<file path="src/rtl/key_expansion_pkg.sv">
// rtl/key_expansion_pkg.sv - shared types and constants for the AES-128 key schedule
package key_expansion_pkg;

  typedef enum logic [1:0] {
    IDLE = 2'd0,
    RUN  = 2'd1,
    FIN  = 2'd2
  } state_t;

  localparam logic [7:0] RCON_INIT  = 8'h01;
  localparam logic [7:0] XTIME_POLY = 8'h1b;

  typedef logic [127:0] round_key_t;

  // GF(2^8) multiply-by-two, used to step the round constant
  function automatic logic [7:0] xtime(input logic [7:0] b);
    xtime = {b[6:0], 1'b0} ^ (b[7] ? XTIME_POLY : 8'h00);
  endfunction

endpackage

</file>
<file path="src/rtl/S_box.sv">
// rtl/S_box.sv - AES forward S-box, single byte, combinational lookup
module S_box (
  input  logic [7:0] a,
  output logic [7:0] y
);

  localparam logic [7:0] SBOX [256] = '{
    8'h63, 8'h7c, 8'h77, 8'h7b, 8'hf2, 8'h6b, 8'h6f, 8'hc5, 8'h30, 8'h01, 8'h67, 8'h2b, 8'hfe, 8'hd7, 8'hab, 8'h76,
    8'hca, 8'h82, 8'hc9, 8'h7d, 8'hfa, 8'h59, 8'h47, 8'hf0, 8'had, 8'hd4, 8'ha2, 8'haf, 8'h9c, 8'ha4, 8'h72, 8'hc0,
    8'hb7, 8'hfd, 8'h93, 8'h26, 8'h36, 8'h3f, 8'hf7, 8'hcc, 8'h34, 8'ha5, 8'he5, 8'hf1, 8'h71, 8'hd8, 8'h31, 8'h15,
    8'h04, 8'hc7, 8'h23, 8'hc3, 8'h18, 8'h96, 8'h05, 8'h9a, 8'h07, 8'h12, 8'h80, 8'he2, 8'heb, 8'h27, 8'hb2, 8'h75,
    8'h09, 8'h83, 8'h2c, 8'h1a, 8'h1b, 8'h6e, 8'h5a, 8'ha0, 8'h52, 8'h3b, 8'hd6, 8'hb3, 8'h29, 8'he3, 8'h2f, 8'h84,
    8'h53, 8'hd1, 8'h00, 8'hed, 8'h20, 8'hfc, 8'hb1, 8'h5b, 8'h6a, 8'hcb, 8'hbe, 8'h39, 8'h4a, 8'h4c, 8'h58, 8'hcf,
    8'hd0, 8'hef, 8'haa, 8'hfb, 8'h43, 8'h4d, 8'h33, 8'h85, 8'h45, 8'hf9, 8'h02, 8'h7f, 8'h50, 8'h3c, 8'h9f, 8'ha8,
    8'h51, 8'ha3, 8'h40, 8'h8f, 8'h92, 8'h9d, 8'h38, 8'hf5, 8'hbc, 8'hb6, 8'hda, 8'h21, 8'h10, 8'hff, 8'hf3, 8'hd2,
    8'hcd, 8'h0c, 8'h13, 8'hec, 8'h5f, 8'h97, 8'h44, 8'h17, 8'hc4, 8'ha7, 8'h7e, 8'h3d, 8'h64, 8'h5d, 8'h19, 8'h73,
    8'h60, 8'h81, 8'h4f, 8'hdc, 8'h22, 8'h2a, 8'h90, 8'h88, 8'h46, 8'hee, 8'hb8, 8'h14, 8'hde, 8'h5e, 8'h0b, 8'hdb,
    8'he0, 8'h32, 8'h3a, 8'h0a, 8'h49, 8'h06, 8'h24, 8'h5c, 8'hc2, 8'hd3, 8'hac, 8'h62, 8'h91, 8'h95, 8'he4, 8'h79,
    8'he7, 8'hc8, 8'h37, 8'h6d, 8'h8d, 8'hd5, 8'h4e, 8'ha9, 8'h6c, 8'h56, 8'hf4, 8'hea, 8'h65, 8'h7a, 8'hae, 8'h08,
    8'hba, 8'h78, 8'h25, 8'h2e, 8'h1c, 8'ha6, 8'hb4, 8'hc6, 8'he8, 8'hdd, 8'h74, 8'h1f, 8'h4b, 8'hbd, 8'h8b, 8'h8a,
    8'h70, 8'h3e, 8'hb5, 8'h66, 8'h48, 8'h03, 8'hf6, 8'h0e, 8'h61, 8'h35, 8'h57, 8'hb9, 8'h86, 8'hc1, 8'h1d, 8'h9e,
    8'he1, 8'hf8, 8'h98, 8'h11, 8'h69, 8'hd9, 8'h8e, 8'h94, 8'h9b, 8'h1e, 8'h87, 8'he9, 8'hce, 8'h55, 8'h28, 8'hdf,
    8'h8c, 8'ha1, 8'h89, 8'h0d, 8'hbf, 8'he6, 8'h42, 8'h68, 8'h41, 8'h99, 8'h2d, 8'h0f, 8'hb0, 8'h54, 8'hbb, 8'h16
  };

  assign y = SBOX[a];

endmodule

</file>
<file path="src/rtl/sub_word.sv">
// rtl/sub_word.sv - SubWord: four parallel S-box lookups over a 32-bit word
module sub_word (
  input  logic [31:0] word,
  output logic [31:0] sub
);

  for (genvar g = 0; g < 4; g++) begin : g_byte
    S_box u_sbox (
      .a (word[8*g +: 8]),
      .y (sub[8*g +: 8])
    );
  end

endmodule

</file>
<file path="src/rtl/key_expansion.sv">
// rtl/key_expansion.sv - AES-128 key schedule, one round key per cycle over a valid/ready port
module key_expansion
  import key_expansion_pkg::*;
#(
  parameter int NUM_ROUNDS = 10
) (
  input  logic         clk,
  input  logic         rst_n,
  input  logic         start,
  input  logic [127:0] key_in,
  output logic         rk_valid,
  input  logic         rk_ready,
  output round_key_t   round_key,
  output logic [3:0]   rk_index,
  output logic         busy,
  output logic         done
);

  localparam logic [3:0] LAST_IDX = 4'(NUM_ROUNDS);

  state_t     state;
  logic [7:0] rcon;

  logic [31:0] w0, w1, w2, w3;
  logic [31:0] rot_w3, sub_w3, t;
  logic [31:0] n0, n1, n2, n3;

  assign w0 = round_key[127:96];
  assign w1 = round_key[95:64];
  assign w2 = round_key[63:32];
  assign w3 = round_key[31:0];

  assign rot_w3 = {w3[23:0], w3[31:24]};

  sub_word u_sub_word (
    .word (rot_w3),
    .sub  (sub_w3)
  );

  // Next key is a single SubWord plus an XOR chain, so it fits one cycle
  assign t  = sub_w3 ^ {rcon, 24'h0};
  assign n0 = w0 ^ t;
  assign n1 = w1 ^ n0;
  assign n2 = w2 ^ n1;
  assign n3 = w3 ^ n2;

  always_ff @(posedge clk or negedge rst_n) begin
    if (!rst_n) begin
      state     <= IDLE;
      rk_valid  <= 1'b0;
      busy      <= 1'b0;
      done      <= 1'b0;
      round_key <= '0;
      rk_index  <= '0;
      rcon      <= RCON_INIT;
    end else begin
      case (state)
        IDLE: begin
          done <= 1'b0;
          if (start) begin
            round_key <= key_in;
            rk_index  <= '0;
            rcon      <= RCON_INIT;
            rk_valid  <= 1'b1;
            busy      <= 1'b1;
            state     <= RUN;
          end
        end
        RUN: begin
          if (rk_valid && rk_ready) begin
            if (rk_index == LAST_IDX) begin
              rk_valid <= 1'b0;
              busy     <= 1'b0;
              done     <= 1'b1;
              state    <= FIN;
            end else begin
              round_key <= {n0, n1, n2, n3};
              rk_index  <= rk_index + 4'd1;
              rcon      <= xtime(rcon);
            end
          end
        end
        FIN: begin
          done  <= 1'b0;
          state <= IDLE;
        end
        default: begin
          rk_valid <= 1'b0;
          busy     <= 1'b0;
          done     <= 1'b0;
          state    <= IDLE;
        end
      endcase
    end
  end

endmodule

</file>
<file path="config.mk">
export PLATFORM = sky130hd
export DESIGN_NAME = key_expansion
export DESIGN_NICKNAME = d
export VERILOG_FILES = /design/src/rtl/key_expansion_pkg.sv /design/src/rtl/S_box.sv /design/src/rtl/sub_word.sv /design/src/rtl/key_expansion.sv
export SDC_FILE = /design/constraint.sdc
export NUM_CORES = 1
export LEC_CHECK = 0
export CORE_AREA = 2 2 206 360
export CTS_CLUSTER_SIZE = 24
export DETAILED_ROUTE_END_ITERATION = 10
export DIE_AREA = 0 0 208 362
export PLACE_DENSITY = 0.5
export SLEW_MARGIN = 5
export SYNTH_ARGS = -nofsm -noshare
export SYNTH_HDL_FRONTEND = slang
export SYNTH_HIERARCHICAL = 1
export SYNTH_SLANG_ARGS = --single-unit
</file>
<file path="constraint.sdc">
create_clock -name clk -period 4.43 [get_ports clk]
set_input_delay 0.443 -clock clk [delete_from_list [all_inputs] [get_ports clk]]
set_output_delay 0.443 -clock clk [all_outputs]
set_load 0.1 [all_outputs]
</file>
==> results.md <==
- Wirelength per Cell: about 34 um
- IR drop worst, VDD: approximately 320 uV
- Main synth FF type: dfrtp_1
- EDFF count, synth: 0
- Hold WC Path Type: input pin to asynchronous set/reset pin
- Antenna violations before repair: 21
- Routed Antenna Nets: 0
- Synth Register Bits: between 100 and 150
- Die height: approximately 360 um
- Avg Inst Size Synth: 7.25 um^2
- Worst skew pair latency: between 0.5 and 0.6 ns
- Hpwl dp: 105000 um
- Final Cycle Share: 0.978
- Synthesized area: 21500 um^2
- Endpoint type of the worst setup path: flip-flop
- Vias: 27622
- Synth unique cells: approximately 100
- Met2 wire length: around 70000 um
- Critical Path RT: approximately 4.8 ns
- DRC violations left: 0
- Power Dens Cells: roughly 230 nW/um^2
- Highest Signal Layer: met5
- CTS H-Tree Depth: 4
- Critical path arrival: 4.70 ns
- Crit-path max FO: 17
- Postcts setup bufs: 0
- Hold Fails Final Rpt: 0
- Layout cells sized above 1: 0.116
- Pre-antenna DRT Iters: 9
- Synth Instances: about 3000
- Main combinational cell family by area after synthesis: compound AO/OA/AOI/OAI gates
- Simple-Gate Fraction of Synth Area: 0.231
- Post-Synth Adder-Cell Area: 0.0360
- Site Rows: about 130
- Synth area leader: dfrtp_1
- Total grt overflow: 0
- Startpoint types: flip-flop
- Starting Density: 0.297
- Largest net degree at the start of global routing: around 140
- Fill count: 7779
- Pleak: around 10 nW
- Die area: approximately 75000 um^2
- Synth Area in XOR/XNOR: 0.0688
- Compound-cell area share of the yosys netlist: 0.389
- Routed wl met3: 11300 um
- Slew @ Worst Pin: about 1.2 ns
- Clock sink count: 144
- Vias in the first global route: 26491
- Port bufs: 266
- Commonest non-fill, non-tap cells in the layout: a21oi_1, nand2_1, o21ai_0
- Final net count: between 3000 and 4000
- CP startpoint: round_key[16]
- Synthesized Nets: around 3200
- DRT Wirelength: between 100000 and 150000 um
- Post-synthesis mux area share: 0.0210
- Core Area: about 72000 um^2
- Placed insts: 4070
- FF-to-FF Start: round_key[16]
- Pins Over Slew Limit: 0
- Max Root-Sink Buffers: 2
- Sequential share of the synthesized area: 0.167
- Clk root buf: clkbuf_16
- Synth top area share: 0.166
- TritonCTS Buffers: 17
- Tmin final: 4.33 ns
- Fin util: 0.361
- Post-synthesis async set-or-reset flop share: 1.00
- Crit Path Class: flip-flop to flip-flop
- Achievable Freq: about 230 MHz
- Metal-1 WL: ~46000 um
- Synth warnings: 6
- Tot GR Track Use: 0.361
- Final setup viols: 0
- Initial DRC count: 4132
- CTS tree: built
- X dimension of the die: between 200 and 250 um
- Worst clock skew: around 0.017 ns
- Area growth syn-to-layout: 21.3%
- Ports: approximately 270
- Drt via density: roughly 6.7
- Max-cap viol count: 0
- Most common cell after layout, fill and taps aside: a21oi_1
- Status: complete, no violations
- RSZ-0062 raised after global routing: false
- Slew headroom: 0.216
- First-pass GRT wire length: about 200000 um
- GPL Wtd Cong: roughly 1.1
- Overall Power: ~6 mW
- Final std cells w/o fill: slightly above 4000
- Clk slew on worst S/H paths: roughly 0.070 ns
- Synth area leaders: dfrtp_1, a21oi_1, o21ai_0
==> state kept, by name (all words and copies together) (netlist names) <==
| name | count |
|---|---|
| round_key | 128 |
| rcon | 8 |
| rk_index | 4 |
| state | 2 |
| busy | 1 |
| done | 1 |
==> worst max-delay path: stages, from the launching register on <==
cell and delay [ns]:
dfrtp_1 0.49, buf_4 0.33, buf_4 0.21, and2_1 0.59, buf_4 0.26, nor3_1 0.05
a211oi_1 0.23, a311oi_1 0.09, o41ai_1 0.58, a31oi_1 0.27, xnor2_2 0.37, xnor3_1 0.41
o211ai_1 0.17, o311ai_1 0.14
==> cells in the mapped netlist (14+ instances only) <==
cell type / count
nor3_1: 93
nor2b_1: 53
xnor3_1: 32
buf_6: 27
o21ai_1: 57
nor4_1: 17
o31ai_1: 36
o311ai_0: 32
xnor2_1: 60
a21oi_1: 289
clkbuf_1: 117
dfrtp_1: 143
o2111ai_1: 15
nor3b_1: 52
or2_2: 14
nand2_1: 259
a311o_1: 16
nand4_1: 16
inv_1: 36
a31oi_1: 62
o22ai_1: 59
nand2b_1: 70
a311oi_1: 44
buf_1: 18
a211o_1: 34
buf_4: 29
and2_1: 18
o2bb2ai_1: 33
buf_2: 128
nand3_1: 98
a211oi_1: 57
a221oi_1: 15
o211ai_1: 79
o311ai_1: 22
ha_1: 62
o21ai_0: 259
mux2i_1: 20
nor2_1: 205
==> cell type report <==
class | count | area [um^2] | share of cell area
Sequential cell | 144 | 3640 | 0.139
Multi-Input combinational cell | 2458 | 16100 | 0.616
Tap cell | 931 | 1160 | 0.0446
Inverter | 44 | 165 | 0.00632
Clock inverter | 15 | 125 | 0.00479
Timing Repair Buffer | 494 | 4480 | 0.172
Clock buffer | 17 | 425 | 0.0163
Antenna cell | 16 | 40.0 | 0.00153
==> final timing paths <==
path,to,slack (ns),depth (start not counted)
max,round_key[30],0.1,13
min,round_key[127],0.50,2
max reg2reg,round_key[30],0.1,13
min reg2reg,done,0.52,2
max in group asynchronous,round_key[18],2.91,3
min in group clk,round_key[29],0.50,3
==> logic make-up after synthesis <==
logic type,Yosys count
XOR/XNOR,112
adder cells (fa/ha/maj),62
AO/OA/AOI/OAI,1266
buffers and inverters,370
AND/OR/NAND/NOR,984
flip-flops,144
multiplexers,34
==> report_power, final <==
part / total (mW) / switching (mW) / internal, mW
clock network: 1.49 / 0.765 / 0.729
registers: 1.46 / 0.116 / 1.35
logic: 2.93 / 1.87 / 1.06
==> routing by layer <==
layer  track usage  up-vias
met5             0        -
met4         0.308        6
met3        0.0693      634
met2         0.631     2072
met1         0.371    13251
li1              -    11659
==> metrics by stage <==
stage | area (um^2) | TNS, ns | hold slack (ns) | worst slack [ns]
floorplan | 21500 | 0 | 0.147 | 0.0398
global placement | 25500 | -0.0105 | 0.491 | -0.0105
detailed placement | 25500 | 0 | 0.500 | 0.137
CTS | 26100 | 0 | 0.478 | 0.0871
global route | 26100 | 0 | 0.509 | 0.0146
finish | 26100 | 0 | 0.499 | 0.0988
==> what timing repair did <==
| action | 4_1_cts | 5_1_grt |
|---|---|---|
| endpoints found under the setup margin | 0 | 4 |
| resized for setup | 0 | 4 |
| endpoints found under the hold margin | 54 | 0 |
| hold buffers | 1 | 0 |
Note: power is estimated with default switching activity, not from simulation.
